$ cat config.mk
export PLATFORM = sky130hd
export DESIGN_NAME = spi_master_flat
export DESIGN_NICKNAME = d
export VERILOG_FILES = /design/src/rtl/spi_master_if.sv /design/src/rtl/spi_master.sv /design/src/flat_wrapper.sv
export SDC_FILE = /design/constraint.sdc
export NUM_CORES = 1
export LEC_CHECK = 0
export BUFFER_PORTS_ARGS = -buffer_cell sky130_fd_sc_hd__buf_2
export CAP_MARGIN = 20
export CELL_PAD_IN_SITES_DETAIL_PLACEMENT = 0
export CELL_PAD_IN_SITES_GLOBAL_PLACEMENT = 1
export CORE_UTILIZATION = 49
export DETAILED_ROUTE_END_ITERATION = 16
export GPL_TIMING_DRIVEN = 1
export PLACE_DENSITY_LB_ADDON = 0.1
export SKIP_CTS_REPAIR_TIMING = 1
export SYNTH_ARGS = -nofsm -noshare
export SYNTH_HDL_FRONTEND = slang
export SYNTH_SLANG_ARGS = --single-unit
$ cat constraint.sdc
create_clock -name clk -period 4.6 [get_ports clk]
set_clock_uncertainty 0.15 [all_clocks]
set_input_delay 0.46 -clock clk [delete_from_list [all_inputs] [get_ports clk]]
set_output_delay 0.46 -clock clk [all_outputs]
set_load 0.05 [all_outputs]
$ cat src/rtl/spi_master_if.sv
// Command/response bus between a local host and spi_master.
// The host drives the master modport; spi_master uses the slave modport.
interface spi_master_if #(
   parameter int WIDTH      = 8,
   parameter int ADDR_WIDTH = 3
);
   logic                  cmd_valid;
   logic                  cmd_ready;
   logic                  cmd_write;
   logic [ADDR_WIDTH-1:0] cmd_addr;
   logic [WIDTH-1:0]      cmd_wdata;
   logic                  rsp_valid;
   logic [7:0]            rsp_status;
   logic [WIDTH-1:0]      rsp_rdata;
   logic                  busy;

   modport master (
      output cmd_valid, cmd_write, cmd_addr, cmd_wdata,
      input  cmd_ready, rsp_valid, rsp_status, rsp_rdata, busy
   );

   modport slave (
      input  cmd_valid, cmd_write, cmd_addr, cmd_wdata,
      output cmd_ready, rsp_valid, rsp_status, rsp_rdata, busy
   );
endinterface

$ cat src/rtl/spi_master.sv
// SPI mode-0 initiator: one command byte plus a WIDTH-bit data phase per host command.
// Optional SPI_MASTER_LOOPBACK_EN adds a loopback input that feeds spi_mosi into the receiver.
module spi_master #(
   parameter int WIDTH      = 8,
   parameter int ADDR_WIDTH = 3,
   parameter int CLK_DIV    = 2
) (
   input  logic clk,
   input  logic rstb,
   input  logic ena,
   spi_master_if.slave bus,
   output logic spi_cs_n,
   output logic spi_clk,
   output logic spi_mosi,
`ifdef SPI_MASTER_LOOPBACK_EN
   input  logic loopback,
`endif
   input  logic spi_miso
);
   localparam int FRAME_W = 8 + WIDTH;
   localparam int HP_W    = $clog2(2 * FRAME_W);
   localparam logic [7:0]      DIV_LAST  = 8'(CLK_DIV - 1);
   localparam logic [HP_W-1:0] HP_LAST   = HP_W'(2 * FRAME_W - 1);
   localparam logic [HP_W-1:0] HP_LASTFL = HP_W'(2 * FRAME_W - 2);

   typedef enum logic [2:0] {IDLE, SETUP, SHIFT, HOLD, GAP} state_t;

   state_t             state, state_d;
   logic [7:0]         div_cnt;
   logic [HP_W-1:0]    hp_cnt;
   logic [FRAME_W-1:0] tx_sr, rx_sr, frame_d;
   logic [7:0]         cmd_byte, rsp_status_q;
   logic [WIDTH-1:0]   wdata_eff, rsp_rdata_q;
   logic               ph_end, accept, rise, fall, shift_tx, load_rsp, rx_bit;

`ifdef SPI_MASTER_LOOPBACK_EN
   assign rx_bit = loopback ? spi_mosi : spi_miso;
`else
   assign rx_bit = spi_miso;
`endif

   // Reads shift out zeros in the data phase regardless of cmd_wdata.
   always_comb begin
      cmd_byte                   = '0;
      cmd_byte[7]                = bus.cmd_write;
      cmd_byte[ADDR_WIDTH-1:0]   = bus.cmd_addr;
      wdata_eff                  = bus.cmd_write ? bus.cmd_wdata : '0;
      frame_d                    = {cmd_byte, wdata_eff};
   end

   always_comb begin
      state_d  = state;
      accept   = 1'b0;
      rise     = 1'b0;
      fall     = 1'b0;
      shift_tx = 1'b0;
      load_rsp = 1'b0;
      ph_end   = (div_cnt == DIV_LAST);
      case (state)
         IDLE:  if (bus.cmd_valid && ena) begin
                   accept  = 1'b1;
                   state_d = SETUP;
                end
         SETUP: if (ph_end) begin
                   rise    = 1'b1;
                   state_d = SHIFT;
                end
         // Even half-periods have spi_clk high; their end is a falling edge.
         SHIFT: if (ph_end) begin
                   if (!hp_cnt[0]) begin
                      fall     = 1'b1;
                      shift_tx = (hp_cnt != HP_LASTFL);
                   end else if (hp_cnt == HP_LAST) begin
                      state_d = HOLD;
                   end else begin
                      rise = 1'b1;
                   end
                end
         HOLD:  if (ph_end) begin
                   load_rsp = 1'b1;
                   state_d  = GAP;
                end
         GAP:   if (ph_end) state_d = IDLE;
         default: state_d = IDLE;
      endcase
      spi_cs_n       = !(state == SETUP || state == SHIFT || state == HOLD);
      spi_mosi       = !spi_cs_n && tx_sr[FRAME_W-1];
      bus.cmd_ready  = (state == IDLE) && ena;
      bus.busy       = (state != IDLE);
      bus.rsp_valid  = (state == GAP) && (div_cnt == 8'd0);
   end

   assign bus.rsp_status = rsp_status_q;
   assign bus.rsp_rdata  = rsp_rdata_q;

   always_ff @(posedge clk or negedge rstb) begin
      if (!rstb) begin
         state        <= IDLE;
         div_cnt      <= '0;
         hp_cnt       <= '0;
         spi_clk      <= 1'b0;
         rsp_status_q <= '0;
         rsp_rdata_q  <= '0;
      end else begin
         state   <= state_d;
         div_cnt <= (state == IDLE || ph_end) ? 8'd0 : div_cnt + 8'd1;
         if (state != SHIFT)
            hp_cnt <= '0;
         else if (ph_end)
            hp_cnt <= hp_cnt + HP_W'(1);
         if (rise)
            spi_clk <= 1'b1;
         else if (fall)
            spi_clk <= 1'b0;
         if (load_rsp) begin
            rsp_status_q <= rx_sr[FRAME_W-1 -: 8];
            rsp_rdata_q  <= rx_sr[WIDTH-1:0];
         end
      end
   end

   // Shift registers carry data only; cs_n gating keeps spi_mosi clean after reset.
   always_ff @(posedge clk) begin
      if (accept)
         tx_sr <= frame_d;
      else if (shift_tx)
         tx_sr <= {tx_sr[FRAME_W-2:0], 1'b0};
      if (rise)
         rx_sr <= {rx_sr[FRAME_W-2:0], rx_bit};
   end
endmodule

$ cat src/flat_wrapper.sv
// flat-port wrapper written by rule: the top's interface ports become plain ports
module spi_master_flat 
#(
   parameter int WIDTH      = 8,
   parameter int ADDR_WIDTH = 3,
   parameter int CLK_DIV    = 2
)
  (clk, rstb, ena, spi_cs_n, spi_clk, spi_mosi, spi_miso, bus_cmd_valid, bus_cmd_write, bus_cmd_addr, bus_cmd_wdata, bus_cmd_ready, bus_rsp_valid, bus_rsp_status, bus_rsp_rdata, bus_busy);
  spi_master_if #(.WIDTH(WIDTH), .ADDR_WIDTH(ADDR_WIDTH)) bus_i ();
  input  logic clk;
  input  logic rstb;
  input  logic ena;
  output logic spi_cs_n;
  output logic spi_clk;
  output logic spi_mosi;
  input  logic spi_miso;
  input wire logic [$bits(bus_i.cmd_valid)-1:0] bus_cmd_valid;
  input wire logic [$bits(bus_i.cmd_write)-1:0] bus_cmd_write;
  input wire logic [$bits(bus_i.cmd_addr)-1:0] bus_cmd_addr;
  input wire logic [$bits(bus_i.cmd_wdata)-1:0] bus_cmd_wdata;
  output wire logic [$bits(bus_i.cmd_ready)-1:0] bus_cmd_ready;
  output wire logic [$bits(bus_i.rsp_valid)-1:0] bus_rsp_valid;
  output wire logic [$bits(bus_i.rsp_status)-1:0] bus_rsp_status;
  output wire logic [$bits(bus_i.rsp_rdata)-1:0] bus_rsp_rdata;
  output wire logic [$bits(bus_i.busy)-1:0] bus_busy;
  assign bus_i.cmd_valid = bus_cmd_valid;
  assign bus_i.cmd_write = bus_cmd_write;
  assign bus_i.cmd_addr = bus_cmd_addr;
  assign bus_i.cmd_wdata = bus_cmd_wdata;
  assign bus_cmd_ready = bus_i.cmd_ready;
  assign bus_rsp_valid = bus_i.rsp_valid;
  assign bus_rsp_status = bus_i.rsp_status;
  assign bus_rsp_rdata = bus_i.rsp_rdata;
  assign bus_busy = bus_i.busy;
  spi_master #(.WIDTH(WIDTH), .ADDR_WIDTH(ADDR_WIDTH), .CLK_DIV(CLK_DIV)) u_core (.clk(clk), .rstb(rstb), .ena(ena), .bus(bus_i), .spi_cs_n(spi_cs_n), .spi_clk(spi_clk), .spi_mosi(spi_mosi), .spi_miso(spi_miso));
endmodule
; Word-level counts from Yosys, hierarchy flattened
; Index checks and enable logic that the tools add are counted.
[word_totals]
regBits = 65
output_inout_bits = 22
elab_cells = 71
[op_classes]
n_addsub = 2
eq_ne = 15
mux = 30
reduce_logical = 15
[op_table]
columns = op, count
row1 = two-way mux 16 bit, 2
row2 = two-way mux 3 bit, 7
row3 = two-way mux 8 bit, 2
row4 = two-way mux 1 bit, 15
row5 = one-hot mux 3 bit (5 select lines), 1
row6 = "!= test 2 x 1 -> 1 bit, second input constant", 7
row7 = two-way mux 5 bit, 2
row8 = "adder 8 x 1 -> 8 bit, second input constant", 1
row9 = "== test 8 x 1 -> 1 bit, second input constant", 1
row10 = zero test 8 bit, 1
row11 = AND reduction 7 bit, 1
row12 = "== test 3 x 2 -> 1 bit, second input constant", 2
row13 = nonzero test 2 bit, 3
row14 = "adder 5 x 1 -> 5 bit, second input constant", 1
row15 = "== test 5 bit, second input constant", 1
row16 = "!= test 5 bit, second input constant", 1
row17 = logical AND 1 bit, 4
row18 = "== test 3 x 1 -> 1 bit, second input constant", 1
row19 = "== test 3 bit, second input constant", 1
row20 = zero test 3 bit, 1
row21 = logical OR 1 bit, 3
row22 = "!= test 3 x 2 -> 1 bit, second input constant", 1
row23 = nonzero test 3 bit, 1
row24 = one-hot mux 1 bit (2 select lines), 1
row25 = zero test 1 bit, 1

; Depth between registers and ports, before layout
; Gate-level depths: netlist of the first run.
[logic_depth]
depth_word = 6
ltp_mapped = 6
depth_no_buf = 6

; Least setup slack after synthesis of the first run
; Ideal clock, no wire load.
[synth_timing]
path_kind = reg2out
startpoint = register u_core.div_cnt[2]
endpoint = output bus_rsp_valid
arrival_ns = 2.270
t_required_ns = 3.990
slack_ns = 1.720
stages_incl_launch_ff = 5
cell_sequence = dfrtp_1 -> buf_6 -> or4_4 -> buf_6 -> nor3_1
[synth_between]
elab_chain_cells = 2
[synth_rtl]
columns = element, line_no
row1 = from (decl), spi_master.sv:29  ; logic [7:0] div_cnt;
row2 = from (signal assigned), spi_master.sv:106  ; div_cnt <= (state == IDLE || ph_end) ? 8'd0 : div_cnt + 8'd1;
row3 = zero test 8 bit, spi_master.sv:90  ; bus.rsp_valid = (state == GAP) && (div_cnt == 8'd0);
row4 = logical AND 1 bit, spi_master.sv:90
row5 = to (decl), flat_wrapper.sv:22  ; output wire logic [$bits(bus_i.rsp_valid)-1:0] bus_rsp_valid;
; No other way between the ends.

; Worst setup path in the final report of the first run
; Ends and elaborated chain as after synthesis.

==> summary.md, run 1 <==
| Metric | Value |
|---|---|
| Final period util | 0.5705 |
| Total GRT Usage | 0.1817 |
| Syn nets | 230 |
| Setup ws final | 1976 ps |
| Finish-stage setup viols | 0 |
| Peak supply drop | 0.2463 mV |
| Detailed Place HPWL | 3270 microns |
| Ant. Diodes | 0 |
| Post-synthesis mux area share | 0.07932 |
| Crit path capture type | output pin |
| Layout cells sized above 1 | 0.3137 |
| Count of final max-slew check failures | 0 |
| Hold Vio Cnt, Final | 0 |
| Fillers | 470 |
| Fmax | 381.1 MHz |
| Post-Syn Area per Cell | 13.41 sq um |
| Clock transition at path regs | 80 ps |
| Pre-CTS setup slack | 2038 ps |
| Area Overhead vs Synth | 15.68% |
| Cells on worst reg2reg path | 6 |
| DR iter-0 viols | 78 |
| Residual DRC | 0 |
| Sequential area share after synthesis | 0.6291 |
| Die W | 77.28 microns |
| Relative slew slack | 0.4999 |
| # IOs | 39 |
| Final Non-Filler Cells | 327 |
| Synth warn | 0 |
| Vias in the first global route | 1708 |
| Synth Area in Adders | 0.02704 |
| Simple-gate share of the synthesized area | 0.1248 |
| Standard-cell rows | 27 |
| Setup TNS | 0 ps |
| Synth Flop Type | dfrtp_1 |
| Core Footprint | 5473 sq um |
| Initial core utilization | 0.5073 |
| CTS Buffer Depth | 2 |
| Pleak | 0.001448 uW |
| Power per cell area | 338.7 nW/um^2 |
| First-pass GRT wire length | 8059 microns |
| Post-route ant nets | 0 |
| Fin crit period | 2624 ps |
| Die ar. | 5971 sq um |
| IO Port Bufs | 38 |
| Dpl cells | 311 |
| Number of CTS-inserted buffers | 9 |
| Req. time, crit path | 3990 ps |
| Largest net degree at the start of global routing | 34 |
| Routed wire length | 4898 microns |
| # nets final | 273 |
| Worst hold path type | primary input to async pin |
| Xor and xnor area share after synthesis | 0.009464 |
| CTS tree | done |
| Crit path launch type | flop |
| Crit-path max FO | 12 |
| Clk Latency, worst-skew pair | 340 ps |
| Actual slew at the worst max-slew pin | 750.1 ps |
| CP arrival | 2010 ps |
| Status | finished, final reports clean |
| Max-Cap Viols | 0 |
| H-tree levels | 3 |
| Largest family of logic cells by synthesized area | simple AND/OR/NAND/NOR gates |
| CTS root buf | clkbuf_8 |
| Clock sinks | 65 |
| Via-per-instance ratio | 5.394 |
| First-pass iteration count of the detailed router | 4 |
| Total gr overflow | 0 |
| Mapped Cells | 207 |
| Number of enable flip-flop cells after synthesis | 28 |
| Via count | 1764 |
| Ys async rst share | 0.5077 |
| Compound-Gate Fraction of Synth Area | 0.09644 |
| Final GP Congestion | 0.7225 |
| Mapped Area | 2776 sq um |
| Wirelength per Cell | 14.98 microns |
| Initial antenna violation count | 0 |
| Chip height | 77.28 microns |
| RSZ-0062 raised after global routing | false |
| Setup CP Type | flop to output pin |
| Netlist cell types | 45 |
| Count of state elements after synthesis | 65 |
==> power breakdown <==
part | switching (uW) | internal, uW | leakage (uW) | total, uW
Combinational | 8.40 | 4.92 | 0.000606 | 13.3
Clock | 210 | 263 | 0.0000970 | 473
Sequential | 0 | 601 | 0.000746 | 601
==> layout by cell type, fill, tap and decap left out, types with 6 or more instances in the layout <==
master	netlist	routed
clkbuf_8	0	10
edfxtp_1	28	28
inv_1	9	9
dfrtp_1	33	33
buf_2	2	38
o21ai_0	12	12
a22o_1	10	10
mux2_2	16	16
nand3_1	9	9
nor2_1	11	11
ha_1	6	6
a21oi_1	9	9
==> routing by layer <==
layer | routed length [microns] | global-route usage | vias to the layer above | part of all wire
li1 | - | - | 862 | -
met1 | 2271 | 0.2271 | 849 | 0.46
met2 | 2318 | 0.2779 | 44 | 0.47
met3 | 238 | 0.07500 | 9 | 0.049
met4 | 69 | 0.07547 | 0 | 0.014
met5 | 0 | 0 | - | 0
==> cell usage after synthesis, types with 2 or more instances <==
library cell,instances,share of area
a211oi_1,2,0.0054
a21oi_1,9,0.016
a22o_1,10,0.032
and2_1,2,0.0045
and3_1,2,0.0045
buf_2,2,0.0036
buf_6,3,0.012
clkbuf_1,2,0.0027
dfrtp_1,33,0.30
dfxtp_1,4,0.029
edfxtp_1,28,0.30
ha_1,6,0.027
inv_1,9,0.012
mux2_2,16,0.065
mux2i_1,4,0.014
nand2_1,5,0.0068
nand3_1,9,0.016
nor2_1,11,0.015
nor3_1,4,0.0072
nor3b_1,2,0.0054
nor4_4,2,0.015
o21ai_0,12,0.022
o31ai_1,2,0.0054
or2_2,2,0.0045
or3_1,4,0.0090
or4_1,2,0.0054
xor2_1,2,0.0063
==> worst max-delay path: stages (launching register included) <==
cell,delay (ps)
dfrtp_1,480
or4_4,650
nor3_1,250
buf_2,300
==> sequential cells by signal (all words and copies together) (netlist names) <==
name                   flops
u_core.rx_sr              16
u_core.tx_sr              16
u_core.bus.rsp_rdata       8
u_core.bus.rsp_status      8
u_core.div_cnt             8
u_core.hp_cnt              5
u_core.state               3
u_core.spi_clk             1
==> through the flow <==
step / total power (uW) / hold WS [ps] / utilization / instance area (sq um)
CTS: 1102 / 53.22 / 0.5869 / 3212
global placement: 626.8 / 278.9 / 0.5510 / 3015
global route: 1125 / 92.28 / 0.5869 / 3212
detailed placement: 626.9 / 282.2 / 0.5510 / 3015
finish: 1088 / 39.84 / 0.5869 / 3212
floorplan: 613.9 / 14.41 / - / 2776
==> path summary, 6_finish.rpt <==
kind | start | end | slack (ps)
worst max-delay path | u_core.div_cnt[2]$_DFF_PN0_ | bus_rsp_valid | 1980
worst min-delay path | rstb | u_core.spi_clk$_DFFE_PN0P_ | 40
worst max register to register | u_core.div_cnt[1]$_DFF_PN0_ | u_core.tx_sr[2]$_DFFE_PP_ | 2040
worst min register to register | u_core.rx_sr[14]$_DFFE_PP_ | u_core.rx_sr[15]$_DFFE_PP_ | 300
max in group asynchronous | rstb | u_core.hp_cnt[0]$_DFFE_PN0N_ | 3780
min in group clk | spi_miso | u_core.rx_sr[0]$_DFFE_PP_ | 140
==> kinds of logic (layout without fill, tap and decap cells) <==
| kind of cell | Yosys count | in the layout |
|---|---|---|
| compound gates | 41 | 41 |
| simple gates | 54 | 54 |
| buf+inv | 18 | 66 |
| fa+ha+maj | 6 | 6 |
| mux | 20 | 20 |
| xor+xnor | 3 | 3 |
| flops | 65 | 65 |
==> cell type report <==
type | count | area (sq um) | area share
sequential | 65 | 1747 | 0.5438
multi-input combinational | 124 | 935.9 | 0.2914
timing repair buffer | 40 | 205.2 | 0.06389
clock buffer | 11 | 141.4 | 0.04402
tap | 72 | 90.09 | 0.02805
clock inverter | 5 | 55.05 | 0.01714
inverter | 10 | 37.54 | 0.01169
No activity file was read; power rests on OpenSTA's default activity.
==> inputs of run 2 (changes only) <==
ABC_AREA = 1   (was default)
CORE_UTILIZATION = 40   (was 49)
clock period = 2.38 ns   (was 4.6 ns; I/O delays follow)
==> run 2 against run 1 <==
  * Sequential power grew to 2.9 times the previous value
  * Critical endpoint unchanged
  * Global-route usage shrank 2.8 points
  * Critical path type unchanged
  * Die area grew 29%
  * Largest cell class unchanged
  * Highest routed layer unchanged
  * Setup slack lost 1700 ps
==> summary.md, run 2 <==
| Metric | Value |
|---|---|
| Req. time, crit path | 1990 ps |
| Wirelength per Cell | 11.59 microns |
| Area Overhead vs Synth | 17.97% |
| Count of final max-slew check failures | 0 |
| Status | finished, final reports clean |
| Peak supply drop | 0.6204 mV |
| Total GRT Usage | 0.1542 |
| Fillers | 674 |
| Die W | 87.72 microns |
| Yosys top cell area share | 0.2861 |
| Multi-input logic area | 1018 sq um |
| Standard-cell rows | 30 |
| Core Footprint | 6944 sq um |
| Ranking of synthesized cells by area | edfxtp_1, dfrtp_1, nand2_1 |
| IO Port Bufs | 38 |
| Synth warn | 0 |
| Worst r2r src | u_core.hp_cnt[0]$_DFFE_PN0N_ |
| Actual slew at the worst max-slew pin | 773.4 ps |
| Final GP Congestion | 0.7798 |
| Initial antenna violation count | 0 |
| Sequential area share after synthesis | 0.5943 |
| Number of enable flip-flop cells after synthesis | 28 |
| Via-per-instance ratio | 4.562 |
| Most common cell after layout, fill and taps aside | nand2_1 |
| CP startpoint | u_core.state[2]$_DFFE_PN0P_ |
| Via count | 2062 |
| Worst hold path type | primary input to flop |
| Reg area | 1747 sq um |
| Residual DRC | 0 |
| DR iter-0 viols | 129 |
| Routed wire length | 5238 microns |
| CTS root buf | clkbuf_8 |
| Ys async rst share | 0.5077 |
| Final period util | 0.8954 |
| Most frequent cells in the layout | nand2_1, buf_2, nand3_1, dfrtp_1, edfxtp_1 |
| Power per cell area | 1344 nW/um^2 |
| Die ar. | 7695 sq um |
| CP Capture Point | bus_rsp_valid |
| Initial core utilization | 0.4232 |
| Clock transition at path regs | 70 ps |
| Chip height | 87.72 microns |
| Setup TNS | 0 ps |
| Crit-path max FO | 4 |
| Total gr overflow | 0 |
| Synth top cells by count | nand2_1, dfrtp_1, nand3_1 |
| Clk Latency, worst-skew pair | 330 ps |
| Fin crit period | 2131 ps |
| Biggest regs | u_core.rx_sr: 16 flops, u_core.tx_sr: 16 flops |
| RSZ-0062 raised after global routing | false |
| CP arrival | 1740 ps |
| Fmax | 469.2 MHz |
| First-pass GRT wire length | 8990 microns |
| CTS tree | done |
| Dpl cells | 434 |
| Synth Flop Type | dfrtp_1 |
| Mapped Cells | 303 |
| Post-Syn Area per Cell | 9.700 sq um |
| Setup slack, reg-to-reg | 320 ps |
| # nets final | 374 |
| FF-to-FF End | u_core.rx_sr[2]$_DFFE_PP_ |
| Syn nets | 326 |
| Post-route ant nets | 0 |
| Hold Vio Cnt, Final | 0 |
| CTS Buffer Depth | 2 |
| Relative slew slack | 0.4844 |
| Detailed Place HPWL | 3589 microns |
| Count of state elements after synthesis | 65 |
| First-pass iteration count of the detailed router | 4 |
| Clock sinks | 65 |
| Final Non-Filler Cells | 452 |
| Setup CP Type | flop to output pin |
| Number of CTS-inserted buffers | 9 |
| Max-Cap Viols | 0 |
| Largest net degree at the start of global routing | 34 |
| Vias in the first global route | 1954 |
| Cells on worst reg2reg path | 8 |
| Setup ws final | 248.9 ps |
| Ant. Diodes | 0 |
| Count leader, synth | nand2_1 |
| H-tree levels | 3 |
| Finish-stage setup viols | 0 |
| # IOs | 39 |
| Synth area leader | edfxtp_1 |
| Crit path capture type | output pin |
| Crit path launch type | flop |
| Pre-CTS setup slack | 315.2 ps |
| Pleak | 0.001624 uW |
| Mapped Area | 2939 sq um |
| Netlist cell types | 29 |
| Layout cells sized above 1 | 0.2191 |
[run 2: changes by cell type after synthesis, moves of 12 or more]
cell,delta
inv_1,+16
mux2_2,-16
nand2_1,+80
nand3_1,+24
nor2_1,+15
o21ai_0,-12
o21ai_1,+13
[run 2: final cells by class]
class	instances	area share
sequential	65	0.5038
multi-input combinational	200	0.2938
tap	96	0.03464
clock buffer	10	0.03970
clock inverter	6	0.02346
inverter	30	0.03320
timing repair buffer	45	0.07145
[run 2: kinds of logic (layout without fill, tap and decap cells)]
group	after synthesis	count (layout)	share of synthesized area
AO/OA/AOI/OAI	21	21	0.03661
XOR/XNOR	1	1	0.002981
flip-flops	65	65	0.5943
buffers and inverters	38	91	0.06045
AND/OR/NAND/NOR	172	172	0.2801
adder cells (fa/ha/maj)	6	6	0.02554
[run 2: stage by stage]
step	cell area, sq um	utilization	power [uW]	hold WS, ps
after detailed placement	3228	0.4649	3688	213.4
after global routing	3467	0.4993	4979	64.24
final	3467	0.4993	4659	38.61
after floorplan	2943	-	3258	-207.6
after global placement	3228	0.4649	3679	211.5
after CTS	3447	0.4964	4720	-156.6
[run 2: worst min path at each step]
stage	slack, ps	cells after the start	to	start
3_3_place_gp	210	1	u_core.div_cnt[2]$_DFF_PN0_	rstb
5_1_grt	60	3	u_core.tx_sr[9]$_DFFE_PP_	bus_cmd_addr[1]
4_1_cts	-160	1	u_core.div_cnt[2]$_DFF_PN0_	rstb
2_1_floorplan	-210	0	u_core.bus.rsp_rdata[0]$_DFFE_PN0P_	rstb
6_report	40	3	u_core.tx_sr[8]$_DFFE_PP_	bus_cmd_addr[0]
3_5_place_dp	210	1	u_core.div_cnt[2]$_DFF_PN0_	rstb
[run 2: power breakdown]
part / total, uW / internal, uW / switching, uW
Clock: 1020 / 611 / 406
Combinational: 1910 / 477 / 1440
Sequential: 1730 / 1540 / 191
[run 2: critical path, cell delays in order, from the launching register on]
cell and delay, ps:
dfrtp_1 500, inv_2 100, nor3_1 260, nor3b_1 260, buf_2 300
[run 2: per-layer routing]
layer / track usage / share of wire / routed length, microns / up-vias
met1: 0.2138 / 0.51 / 2680 / 936
met2: 0.2262 / 0.44 / 2313 / 33
met4: 0.06706 / 0.017 / 88 / 0
li1: - / - / - / 1086
met5: 0 / 0 / 0 / -
met3: 0.04241 / 0.030 / 156 / 7
